===== config.mk =====
export PLATFORM = sky130hd
export DESIGN_NAME = motion_vector_reconstruct
export DESIGN_NICKNAME = d
export VERILOG_FILES = /design/src/rtl/motion_vector_reconstruct.sv
export SDC_FILE = /design/constraint.sdc
export NUM_CORES = 1
export LEC_CHECK = 0
export CORE_UTILIZATION = 50
export DETAILED_ROUTE_END_ITERATION = 16
export PLACE_DENSITY = 0.74
export SLEW_MARGIN = 20
export SYNTH_ARGS = -nofsm -noshare
export SYNTH_HDL_FRONTEND = slang
export SYNTH_SLANG_ARGS = --single-unit

===== constraint.sdc =====
create_clock -name clock -period 5.25 [get_ports clock]
set_input_delay 0.7875 -clock clock [delete_from_list [all_inputs] [get_ports clock]]
set_output_delay 0.7875 -clock clock [all_outputs]
set_load 0.05 [all_outputs]

===== src/rtl/motion_vector_reconstruct.sv =====
// Motion-vector reconstruction: adds decoded deltas to the PMVs, wraps into the f_code range
// and emits one {horizontal, vertical} vector per completed component pair.
`ifndef INFO_MACRO_MOTION_VECTOR
`define INFO_MACRO_MOTION_VECTOR 14'h02A5
`endif

module motion_vector_reconstruct #(
    parameter int VEC_W = 13,
    parameter int TAG_W = 14
) (
    input  logic                    clock,
    input  logic                    resetn,
    input  logic [31:0]             Vector_Value_I,
    input  logic                    Vector_Write_En_I,
    input  logic [15:0]             F_Codes_I,
    input  logic                    PMV_Reset_I,
    output logic                    MV_Valid_O,
    output logic [1:0]              MV_Sel_O,
    output logic signed [VEC_W-1:0] MV_Horz_O,
    output logic signed [VEC_W-1:0] MV_Vert_O,
    output logic                    Error_O
);

    localparam int MAG_W = 13;
    localparam int SW    = VEC_W + 1;
    // Wide enough to hold the wrap range without overflowing
    localparam int EW    = VEC_W + 3;

    logic [TAG_W-1:0] word_tag;
    logic             tag_ok;

    // Stage A
    logic             a_valid_q;
    logic             a_r_q, a_s_q, a_t_q, a_res_q, a_sign_q;
    logic [MAG_W-1:0] a_mag_q;

    // Stage B
    logic                 b_valid_q;
    logic                 b_r_q, b_s_q, b_t_q;
    logic signed [SW-1:0] b_sum_q;
    logic [3:0]           b_rsize_q;

    logic                    pending_q;
    logic signed [VEC_W-1:0] horz_hold_q;
    logic signed [VEC_W-1:0] pmv_q [2][2][2];

    logic signed [SW-1:0] delta, pmv_ext, sum_d;
    logic [3:0]           f_code, rsize_d;
    logic                 f_bad, res_bad;

    logic signed [EW-1:0]    half, low, high, range, sum_ext, wrapped;
    logic signed [VEC_W-1:0] result;

    assign word_tag = Vector_Value_I[31 -: TAG_W];
    assign tag_ok   = (word_tag == TAG_W'(`INFO_MACRO_MOTION_VECTOR));

    always_comb begin
        delta = $signed({{(SW - MAG_W){1'b0}}, a_mag_q});
        if (a_sign_q) begin
            delta = -delta;
        end
        pmv_ext = SW'(pmv_q[a_r_q][a_s_q][a_t_q]);
        sum_d   = pmv_ext + delta;

        f_code = F_Codes_I[15:12];
        case ({a_s_q, a_t_q})
            2'b00:   f_code = F_Codes_I[15:12];
            2'b01:   f_code = F_Codes_I[11:8];
            2'b10:   f_code = F_Codes_I[7:4];
            default: f_code = F_Codes_I[3:0];
        endcase
        f_bad   = (f_code == 4'd0) || (f_code > 4'd9);
        rsize_d = f_bad ? 4'd0 : f_code - 4'd1;
        res_bad = a_res_q && (f_code == 4'd1);
    end

    always_comb begin
        half    = EW'(16) << b_rsize_q;
        low     = -half;
        high    = half - EW'(1);
        range   = half <<< 1;
        sum_ext = EW'(b_sum_q);
        wrapped = sum_ext;
        if (sum_ext < low) begin
            wrapped = sum_ext + range;
        end else if (sum_ext > high) begin
            wrapped = sum_ext - range;
        end
        result = wrapped[VEC_W-1:0];
    end

    always_ff @(posedge clock or negedge resetn) begin
        if (!resetn) begin
            a_valid_q   <= 1'b0;
            a_r_q       <= 1'b0;
            a_s_q       <= 1'b0;
            a_t_q       <= 1'b0;
            a_res_q     <= 1'b0;
            a_sign_q    <= 1'b0;
            a_mag_q     <= '0;
            b_valid_q   <= 1'b0;
            b_r_q       <= 1'b0;
            b_s_q       <= 1'b0;
            b_t_q       <= 1'b0;
            b_sum_q     <= '0;
            b_rsize_q   <= '0;
            pending_q   <= 1'b0;
            horz_hold_q <= '0;
            MV_Valid_O  <= 1'b0;
            MV_Sel_O    <= 2'b00;
            MV_Horz_O   <= '0;
            MV_Vert_O   <= '0;
            Error_O     <= 1'b0;
            for (int r = 0; r < 2; r++)
                for (int s = 0; s < 2; s++)
                    for (int t = 0; t < 2; t++)
                        pmv_q[r][s][t] <= '0;
        end else if (PMV_Reset_I) begin
            // Overrides any stage-C write and drops a same-cycle strobe
            a_valid_q  <= 1'b0;
            b_valid_q  <= 1'b0;
            pending_q  <= 1'b0;
            MV_Valid_O <= 1'b0;
            Error_O    <= 1'b0;
            for (int r = 0; r < 2; r++)
                for (int s = 0; s < 2; s++)
                    for (int t = 0; t < 2; t++)
                        pmv_q[r][s][t] <= '0;
        end else begin
            MV_Valid_O <= 1'b0;

            a_valid_q <= Vector_Write_En_I && tag_ok;
            if (Vector_Write_En_I) begin
                a_r_q    <= Vector_Value_I[17];
                a_s_q    <= Vector_Value_I[16];
                a_t_q    <= Vector_Value_I[15];
                a_res_q  <= Vector_Value_I[14];
                a_sign_q <= Vector_Value_I[13];
                a_mag_q  <= Vector_Value_I[12:0];
                if (!tag_ok) begin
                    Error_O <= 1'b1;
                end
            end

            b_valid_q <= a_valid_q;
            if (a_valid_q) begin
                b_r_q     <= a_r_q;
                b_s_q     <= a_s_q;
                b_t_q     <= a_t_q;
                b_sum_q   <= sum_d;
                b_rsize_q <= rsize_d;
                if (f_bad || res_bad) begin
                    Error_O <= 1'b1;
                end
            end

            if (b_valid_q) begin
                // Frame prediction: both R copies track the same value
                pmv_q[0][b_s_q][b_t_q] <= result;
                pmv_q[1][b_s_q][b_t_q] <= result;
                if (!b_t_q) begin
                    horz_hold_q <= result;
                    pending_q   <= 1'b1;
                    if (pending_q) begin
                        Error_O <= 1'b1;
                    end
                end else begin
                    MV_Horz_O  <= horz_hold_q;
                    MV_Vert_O  <= result;
                    MV_Sel_O   <= {b_r_q, b_s_q};
                    MV_Valid_O <= 1'b1;
                    pending_q  <= 1'b0;
                    if (!pending_q) begin
                        Error_O <= 1'b1;
                    end
                end
            end
        end
    end

endmodule


# Word level (Yosys, flattened, before mapping)
# Cells that the tools add are included.
[op_classes]
add_sub_neg = 7
n_lt_le_gt_ge = 10
n_eq_ne = 4
shift = 1
n_mux = 39
n_bitwise = 7
reduce_logical = 13
[ops]
columns = ["cell", "n"]
rows = [
  ["2-to-1 mux 104 bit", 2],
  ["2-to-1 mux 52 bit", 3],
  ["bitwise mux 52 bit", 2],
  ["2-to-1 mux 26 bit", 4],
  ["2-to-1 mux 13 bit", 6],
  ["demux 26 bit (select 1 bit)", 1],
  ["2-to-1 mux 1 bit", 17],
  ["> comparator 14 x 16 -> 1 bit", 1],
  ["less-than comparator 14 x 16 -> 1 bit", 1],
  ["negation 16 bit", 1],
  ["left shift 5 x 4 -> 16 bit, first input constant", 1],
  ["subtractor 16 x 2 -> 16 bit, second input constant", 1],
  ["adder 13 x 14 -> 14 bit", 1],
  ["== test 14 x 10 -> 1 bit, second input constant", 1],
  ["2-to-1 mux 14 bit", 1],
  ["negation 13 -> 14 bit", 1],
  ["adder 13 bit", 1],
  ["demux 13 bit (select 1 bit)", 1],
  ["subtractor 13 bit", 1],
  ["case mux 4 bit (3 select lines)", 1],
  [">= comparator 2 bit, second input constant", 5],
  ["NOT 1 -> 2 bit", 5],
  ["AND reduction 3 bit", 2],
  ["== test 4 x 1 -> 1 bit, second input constant", 1],
  ["13 further kinds", 20],
]
[totals]
reg_bits = 189
inputBits = 52
out_inout_bits = 30
word_cells = 109

# Depth between registers and ports, before layout
# Gate-level depths: netlist of run 1.
[depth]
word_depth = 11
mapped_depth = 20
mapped_depth_nobuf = 17

# Worst setup path before layout of run 1
# No wires, ideal clock.
[synth_timing]
path_kind = "register to register"
from = "register b_rsize_q[3]"
to = "register horz_hold_q[7]"
setup_time_ns = 0.136
t_arrival_ns = 3.510
t_required_ns = 5.114
path_slack_ns = 1.603
path_stages_with_launch = 19
path_buffers = 3
period_less_slack_ns = 3.647
cell_sequence = "dfrtp_1 -> buf_6 -> or2_4 -> inv_2 -> nand2_1 -> ha_1 -> clkbuf_1 -> a21oi_1 -> nor2_1 -> a21o_1 -> ha_1 -> nor2b_1 -> a221oi_1 -> a21oi_1 -> or2_2 -> buf_2 -> a311oi_1 -> a2bb2oi_1 -> o21ai_0"
[synth_between]
elab_chain_cells = 5
elab_cells_between_ends = 9
classes_between = "add/sub: 4; order compare: 2; shift: 1; mux: 2"
[synth_rtl]
columns = ["element", "line", "rtl"]
rows = [
  ["from (decl)", "41", "logic [3:0] b_rsize_q;"],
  ["from (signal assigned)", "151", "b_rsize_q <= rsize_d;"],
  ["left shift 5 x 4 -> 16 bit (*)", "78", "half = EW'(16) << b_rsize_q;"],
  ["subtractor 16 x 2 -> 16 bit", "80", "high = half - EW'(1);"],
  ["> comparator 14 x 16 -> 1 bit", "86", "end else if (sum_ext > high) begin"],
  ["2-to-1 mux 13 bit", "86", ""],
  ["2-to-1 mux 13 bit (*)", "84", "if (sum_ext < low) begin"],
  ["to (signal assigned)", "162", "horz_hold_q <= result;"],
  ["to (decl)", "44", "logic signed [VEC_W-1:0] horz_hold_q;"],
]
# Every way passes the cells marked *; elsewhere a longest branch is shown, timed or not.
# A chain may end at the register's enable or synchronous reset.

# Worst setup path after layout of run 1
[layout_timing]
from = "register b_rsize_q[2]"
to = "register pmv_q[75] in the netlist's numbering"
[layout_between]
elab_chain_cells = 8
elab_cells_between_ends = 12
classes_between = "add/sub: 4; order compare: 2; shift: 1; mux: 5"
[layout_rtl]
columns = ["element", "line", "rtl"]
rows = [
  ["left shift 5 x 4 -> 16 bit (*)", "78", ""],
  ["subtractor 16 x 2 -> 16 bit", "80", ""],
  ["> comparator 14 x 16 -> 1 bit", "86", ""],
  ["2-to-1 mux 13 bit", "86", ""],
  ["2-to-1 mux 13 bit (*)", "84", ""],
  ["bitwise mux 52 bit (*)", "159", "pmv_q[0][b_s_q][b_t_q] <= result;"],
  ["2-to-1 mux 104 bit (*)", "157", "if (b_valid_q) begin"],
  ["2-to-1 mux 104 bit (*)", "118", "end else if (PMV_Reset_I) begin"],
  ["to (signal, indexed assignment)", "159", ""],
  ["to (signal, indexed assignment)", "160", "pmv_q[1][b_s_q][b_t_q] <= result;"],
  ["to (decl)", "45", "logic signed [VEC_W-1:0] pmv_q [2][2][2];"],
]
# Every way passes the cells marked *; elsewhere a longest branch is shown, timed or not. The select of a mux whose other input is x is not followed.

==> results of run 1 <==
==> area by class of cell <==
cell class | instances | area [sq um] | area share
clock buffer | 17 | 425.4 | 0.04478
timing repair buffer | 88 | 864.6 | 0.09102
multi-input combinational | 606 | 4182 | 0.4402
clock inverter | 15 | 188.9 | 0.01989
tap | 211 | 264.0 | 0.02779
sequential | 137 | 3428 | 0.3609
inverter | 39 | 146.4 | 0.01541
==> synthesized netlist by cell type, drive strengths merged (4+ instances only) <==
cell	n	area share
xnor2	17	0.019
nand4	4	0.0032
mux2	18	0.026
nand2b	9	0.0071
o211ai	6	0.0057
a21o	8	0.0076
nor2	34	0.016
ha	54	0.085
or2	8	0.0066
dfrtp	137	0.43
or3	4	0.0032
clkbuf	27	0.013
o21ai	74	0.047
o22ai	5	0.0040
xor2	9	0.010
a221oi	4	0.0060
nand2	180	0.085
nor2b	9	0.0071
a22o	25	0.028
mux4	17	0.048
a21oi	20	0.013
buf	9	0.0071
inv	38	0.018
a211oi	9	0.0092
o31ai	8	0.0076
a31oi	8	0.0082
nand3	8	0.0051
nor3	19	0.012
==> state kept, by name, indices dropped and copies added, names as in the netlist, 2 cells and up <==
| signal | flops |
|---|---|
| horz_hold_q | 13 |
| MV_Sel_O | 2 |
| b_sum_q | 14 |
| MV_Vert_O | 13 |
| a_mag_q | 13 |
| b_rsize_q | 4 |
| MV_Horz_O | 13 |
| pmv_q | 52 |
==> per-stage QoR <==
stage                     cells  utilization  hold slack, ns
after global routing       1113       0.6203          0.4808
after floorplan             818            -          0.4348
final                      1113       0.6203          0.4437
after global placement     1081       0.5801          0.4565
after CTS                  1113       0.6203          0.4698
after detailed placement   1081       0.5801          0.4561
==> metal layers <==
layer | vias to the layer above | track usage
li1 | 3046 | -
met1 | 3102 | 0.3402
met2 | 190 | 0.3955
met3 | 35 | 0.04508
met4 | 0 | 0.09273
met5 | - | 0
==> path summary, 6_finish.rpt <==
check,from,endpoint,slack (ns),cells past startpoint
max in group asynchronous,resetn,pmv_q[74]$_DFFE_PN0P_,3.70,2
min in group clock,a_r_q$_DFFE_PN0P_,b_r_q$_DFFE_PN0P_,0.46,2
hold / removal,resetn,a_mag_q[0]$_DFFE_PN0P_,0.44,1
hold reg to reg,a_r_q$_DFFE_PN0P_,b_r_q$_DFFE_PN0P_,0.46,2
setup reg to reg,b_rsize_q[2]$_DFFE_PN0P_,pmv_q[75]$_DFFE_PN0P_,0.64,15
setup / recovery,b_rsize_q[2]$_DFFE_PN0P_,pmv_q[75]$_DFFE_PN0P_,0.64,15
==> cells by family after synthesis <==
logic type / share of synthesized area
AND/OR/NAND/NOR: 0.1633
AO/OA/AOI/OAI: 0.1706
flip-flops: 0.4332
buffers and inverters: 0.03842
adder cells (fa/ha/maj): 0.09044
multiplexers: 0.07526
XOR/XNOR: 0.02877
==> power by group through the flow <==
stage	combinational, mW	sequential (mW)	clock [mW]
6_report	0.313	1.12	1.24
5_1_grt	0.345	1.13	1.30
4_1_cts	0.316	1.12	1.25
3_5_place_dp	0.313	1.14	0
3_3_place_gp	0.309	1.14	0
2_1_floorplan	0.206	1.13	0
==> summary.txt, run 1 <==
Outcome
  – Result of the run: completed

Timing
  – Final Cycle Share: 0.8783
  – Setup Total Neg Slack: 0 ns
  – Worst relative slew slack: 0.2977
  – Final setup fails: 0
  – Measured slew at the worst slew-check pin: 1.050 ns
  – Minimum clock period after layout: 4.611 ns
  – Final count of pins violating max slew: 0
  – RSZ-0062 raised after global routing: false
  – Worst Slack Setup Final: 0.6391 ns
  – Hold Fails Final Rpt: 0
  – Fmax: 0.2169 GHz
  – Skew final: 0.008375 ns

Die
  – Number of standard-cell rows in the floorplan: 45
  – Core Footprint: 15,310 sq um
  – Vert. Die Dim: 127.8 um
  – I/O pin total: 82
  – Die Footprint: 16,340 sq um
  – Starting density of the core: 0.5167
  – Die X: 127.8 um

Hold path
  – Worst min-delay path class: input port to async pin

Route
  – Wire length on met3: 856 um
  – Mean routed wirelength per cell: 17.31 um
  – Sum of met2 wire segment lengths after detailed routing: 9.347 mm
  – Met1 routed wirelength after detailed routing: 8.643 mm
  – Remaining antenna violation count: 0
  – Via total after detailed routing: 6,373
  – Drt drc: 0
  – First drt pass iteration count: 5
  – Vias per std cell: 5.726
  – Total wire length: 19.27 mm
  – Highest metal layer with signal wires: met4
  – Number of DRC markers in iteration 0: 495

Worst setup path
  – Data required time at the worst endpoint: 5.52 ns
  – Slowest stage cell on the critical path: sky130_fd_sc_hd__a21oi_1
  – Buffering stage count on the worst path with inverters included: 1
  – Largest fanout of any net on the critical path: 13
  – Top cell family by delay on the critical path: compound AO/OA/AOI/OAI gates
  – Worst setup EP type: flip-flop
  – Worst path cell trace: or2_4 > inv_2 > nand2_1 > ha_1 > a21oi_1 > nor2_1 > a21o_1 > ha_1 > nand4b_1 > a211o_1 > a21oi_1 > or2_2 > o22ai_1 > a211oi_1 > o21ai_0
  – Largest stage delay on the critical path: 0.72 ns
  – Startpoint class of the critical path: flip-flop
  – Setup Crit Path Kind: flip-flop to flip-flop
  – Crit path DAT: 4.88 ns

Global routing
  – Vias in the first global route: 6,347
  – First-pass GRT wire length: 31.66 mm
  – Global-route usage over all layers: 0.2483
  – Total congestion overflow after global routing: 0
  – Initial antenna violation count: 0
  – Pin count of the biggest net entering global routing: 96

Power
  – Switching portion of total power: 0.2550
  – Reported leakage power: 4.450 nW
  – Internal cell power: 1.994 mW
  – Comb pwr share: 0.117
  – Switching pwr: 682.6 uW
  – Portion of total power attributed to sequential cells: 0.420
  – Relative contribution of the clock network to total power: 0.463
  – Worst IR Drop VDD: 0.2241 mV
  – Final total power: 2.677 mW
  – Power density over the cells: 281.8 nW/um^2

Placement
  – HPWL after DPL: 13.65 mm
  – Pre-CTS setup slack: 0.7249 ns
  – Routability congestion estimate from global placement: 0.8811
  – Count of buffers from port buffering: 81
  – Placed Area: 8885 sq um

Layout
  – FILL cells: 1,289
  – # diodes: 0
  – Area grow syn2layout: 20.03%
  – Most frequent cells in the layout: 180 x sky130_fd_sc_hd__nand2_1, 137 x sky130_fd_sc_hd__dfrtp_1, 80 x sky130_fd_sc_hd__clkdlybuf4s50_1, 73 x sky130_fd_sc_hd__o21ai_0, 54 x sky130_fd_sc_hd__ha_1
  – Final design area excluding fillers: 9499 sq um
  – Commonest non-fill, non-tap cell in the layout: sky130_fd_sc_hd__nand2_1
  – # nets final: 997
  – Layout cell share with drive strength beyond 1: 0.1042

Synthesis
  – Area of the mapped netlist: 7914 sq um
  – Sequential fraction of the synthesis area: 0.4332
  – Post-synthesis net count: 926
  – Total of warnings raised by yosys: 0
  – Number of cells produced by synthesis: 818
  – Share of flip-flops with an asynchronous set or reset: 1.000
  – Avg Synthesized Cell Area: 9.675 sq um
  – Post-synth EDFFs: 0
  – Count of unique library cells instantiated by Yosys: 71
  – Synthesis-stage register bit count: 137
  – Most frequently used flop master after synthesis: sky130_fd_sc_hd__dfrtp_1

Clocking
  – Clock transition at path regs: 0.07 ns
  – CTS HTree Levels: 4
  – Max clock buf depth: 2
  – Quantity of gates resized following cts: 0
  – Worst-skew pair later-pin latency: 0.42 ns
  – CTS tree: built
  – Post-CTS Hold Fix Bufs: 0
  – CTS root buffer: sky130_fd_sc_hd__clkbuf_16
  – Number of post-CTS setup repair buffers: 0
  – Total clock sinks: 137
  – TritonCTS buffer count: 17

Flow run
  – Max-cap violations: 0
No activity file was read; power rests on OpenSTA's default activity.
==> inputs of run 2 (changes only) <==
--- a/config.mk
+++ b/config.mk
@@ -5,8 +5,10 @@
 export SDC_FILE = /design/constraint.sdc
 export NUM_CORES = 1
 export LEC_CHECK = 0
+export CORE_MARGIN = 2
 export CORE_UTILIZATION = 50
 export DETAILED_ROUTE_END_ITERATION = 16
+export HOLD_SLACK_MARGIN = 0.06
 export PLACE_DENSITY = 0.74
 export SLEW_MARGIN = 20
 export SYNTH_ARGS = -nofsm -noshare
==> summary.txt, run 2 (synthesis results as in run 1) <==
Timing
  – Measured slew at the worst slew-check pin: 1.101 ns (was 1.050 ns)
  – Final setup fails: 0 (unchanged)
  – Final Cycle Share: 0.8786 (was 0.8783)
  – Skew final: 0.009023 ns (was 0.008375 ns)
  – RSZ-0062 raised after global routing: false (unchanged)
  – Setup Total Neg Slack: 0 ns (unchanged)
  – Hold Fails Final Rpt: 0 (unchanged)
  – Final count of pins violating max slew: 0 (unchanged)
  – Minimum clock period after layout: 4.613 ns (was 4.611 ns)
  – Worst relative slew slack: 0.2633 (was 0.2977)
  – Fmax: 0.2168 GHz (was 0.2169 GHz)

Global routing
  – First-pass GRT wire length: 32.15 mm (was 31.66 mm)
  – Global-route usage over all layers: 0.2426 (was 0.2483)
  – Total congestion overflow after global routing: 0 (unchanged)
  – Initial antenna violation count: 0 (unchanged)
  – Pin count of the biggest net entering global routing: 100 (was 96)
  – Vias in the first global route: 6,395 (was 6,347)

Clocking
  – Max clock buf depth: 2 (unchanged)
  – Quantity of gates resized following cts: 0 (unchanged)
  – CTS HTree Levels: 4 (unchanged)
  – Total clock sinks: 137 (unchanged)
  – TritonCTS buffer count: 17 (unchanged)
  – CTS root buffer: sky130_fd_sc_hd__clkbuf_16 (unchanged)
  – Worst-skew pair later-pin latency: 0.42 ns (about the same)
  – Clock transition at path regs: 0.06 ns (was 0.07 ns)
  – Number of post-CTS setup repair buffers: 0 (unchanged)
  – Post-CTS Hold Fix Bufs: 0 (unchanged)
  – CTS tree: built (unchanged)

Route
  – Vias per std cell: 5.710 (was 5.726)
  – Total wire length: 19.52 mm (was 19.27 mm)
  – Remaining antenna violation count: 0 (unchanged)
  – Mean routed wirelength per cell: 17.52 um (was 17.31 um)
  – Drt drc: 0 (unchanged)
  – First drt pass iteration count: 5 (unchanged)
  – Via total after detailed routing: 6,361 (was 6,373)
  – Number of DRC markers in iteration 0: 399 (was 495)

Layout
  – Registers with the most flip-flops: pmv_q (52), b_sum_q (14) (unchanged)
  – Commonest non-fill, non-tap cell in the layout: sky130_fd_sc_hd__nand2_1 (unchanged)
  – Share of the core filled with cells in the final layout: 0.6191 (was 0.6203)
  – # nets final: 998 (was 997)
  – Most frequent cells in the layout: 180 x sky130_fd_sc_hd__nand2_1, 137 x sky130_fd_sc_hd__dfrtp_1, 80 x sky130_fd_sc_hd__clkdlybuf4s50_1, 73 x sky130_fd_sc_hd__o21ai_0, 54 x sky130_fd_sc_hd__ha_1 (unchanged)
  – Register with the most flip-flops: pmv_q (unchanged)
  – # diodes: 0 (unchanged)
  – FILL cells: 1,314 (was 1,289)
  – Area taken by multi-input logic gates: 4182 sq um (unchanged)
  – Area grow syn2layout: 19.81% (was 20.03%)
  – Number of flip-flops in the largest register: 52 (unchanged)
  – Sequential standard cell area: 3428 sq um (unchanged)
  – Layout cell share with drive strength beyond 1: 0.1030 (was 0.1042)

Power
  – Worst IR Drop VDD: 0.1947 mV (was 0.2241 mV)
  – Reported leakage power: 4.438 nW (was 4.450 nW)
  – Power density over the cells: 277.7 nW/um^2 (was 281.8 nW/um^2)

Placement
  – Routability congestion estimate from global placement: 0.8769 (was 0.8811)
  – HPWL after DPL: 13.79 mm (was 13.65 mm)
  – Count of buffers from port buffering: 81 (unchanged)

Worst setup path
  – Slowest stage cell on the critical path: sky130_fd_sc_hd__a21oi_1 (unchanged)
  – Startpoint class of the critical path: flip-flop (unchanged)
  – Data required time at the worst endpoint: 5.52 ns (about the same)
  – Largest stage delay on the critical path: 0.73 ns (was 0.72 ns)
  – Crit path DAT: 4.88 ns (about the same)
  – Largest fanout of any net on the critical path: 13 (unchanged)
  – Top cell family by delay on the critical path: compound AO/OA/AOI/OAI gates (unchanged)
  – Worst path cell trace: or2_4 > inv_2 > nand2_1 > ha_1 > a21oi_1 > nor2_1 > a21o_1 > ha_1 > nand4b_1 > a211o_1 > a21oi_1 > or2_2 > o22ai_1 > a211oi_1 > o21ai_0 (unchanged)
  – Buffering stage count on the worst path with inverters included: 1 (unchanged)
  – Setup Crit Path Kind: flip-flop to flip-flop (unchanged)
  – Worst setup EP type: flip-flop (unchanged)

Hold path
  – Worst min-delay path class: input port to async pin (unchanged)

Die
  – Die X: 129.8 um (was 127.8 um)
  – Core Footprint: 15,310 sq um (unchanged)
  – Starting density of the core: 0.5167 (unchanged)
  – Vert. Die Dim: 129.8 um (was 127.8 um)
  – I/O pin total: 82 (unchanged)
  – Number of standard-cell rows in the floorplan: 45 (unchanged)
  – Die Footprint: 16,850 sq um (was 16,340 sq um)

Flow run
  – Max-cap violations: 0 (unchanged)

Outcome
  – Result of the run: completed (unchanged)
run 2: worst paths after layout:
kind	slack [ns]	from	endpoint	cells after the start
max	0.64	b_rsize_q[2]$_DFFE_PN0P_	horz_hold_q[10]$_DFFE_PN0P_	15
min	0.43	resetn	b_t_q$_DFFE_PN0P_	1
max reg2reg	0.64	b_rsize_q[2]$_DFFE_PN0P_	horz_hold_q[10]$_DFFE_PN0P_	15
min reg2reg	0.47	horz_hold_q[6]$_DFFE_PN0P_	MV_Horz_O[6]$_DFFE_PN0P_	2
max in group asynchronous	3.72	resetn	horz_hold_q[8]$_DFFE_PN0P_	2
min in group clock	0.47	horz_hold_q[6]$_DFFE_PN0P_	MV_Horz_O[6]$_DFFE_PN0P_	2
run 2: metal layers:
| metal | global-route usage | part of all wire |
|---|---|---|
| met5 | 0 | 0 |
| met3 | 0.04141 | 0.036 |
| met4 | 0.08792 | 0.024 |
| met1 | 0.3316 | 0.45 |
| met2 | 0.3930 | 0.49 |
run 2: final cells by class:
class / instances / share of cell area
Sequential cell: 137 / 0.3616
Clock inverter: 12 / 0.01504
Clock buffer: 20 / 0.04711
Multi-Input combinational cell: 606 / 0.4410
Inverter: 39 / 0.01544
Tap cell: 211 / 0.02784
Timing Repair Buffer: 89 / 0.09198
run 2: where the power goes:
| group | switching, mW | internal (mW) |
|---|---|---|
| clock network | 0.476 | 0.719 |
| logic | 0.156 | 0.156 |
| registers | 0.0444 | 1.08 |
run 2: per-stage QoR:
step / area [sq um] / total power, mW / cells / hold WS (ns) / setup slack, ns
2_1_floorplan: 7914 / 1.337 / 818 / 0.4348 / 1.604
3_3_place_gp: 8892 / 1.452 / 1082 / 0.4565 / 0.8989
3_5_place_dp: 8892 / 1.457 / 1082 / 0.4603 / 0.7224
4_1_cts: 9482 / 2.643 / 1114 / 0.4688 / 0.6660
5_1_grt: 9482 / 2.729 / 1114 / 0.4978 / 0.2528
6_report: 9482 / 2.633 / 1114 / 0.4338 / 0.6372
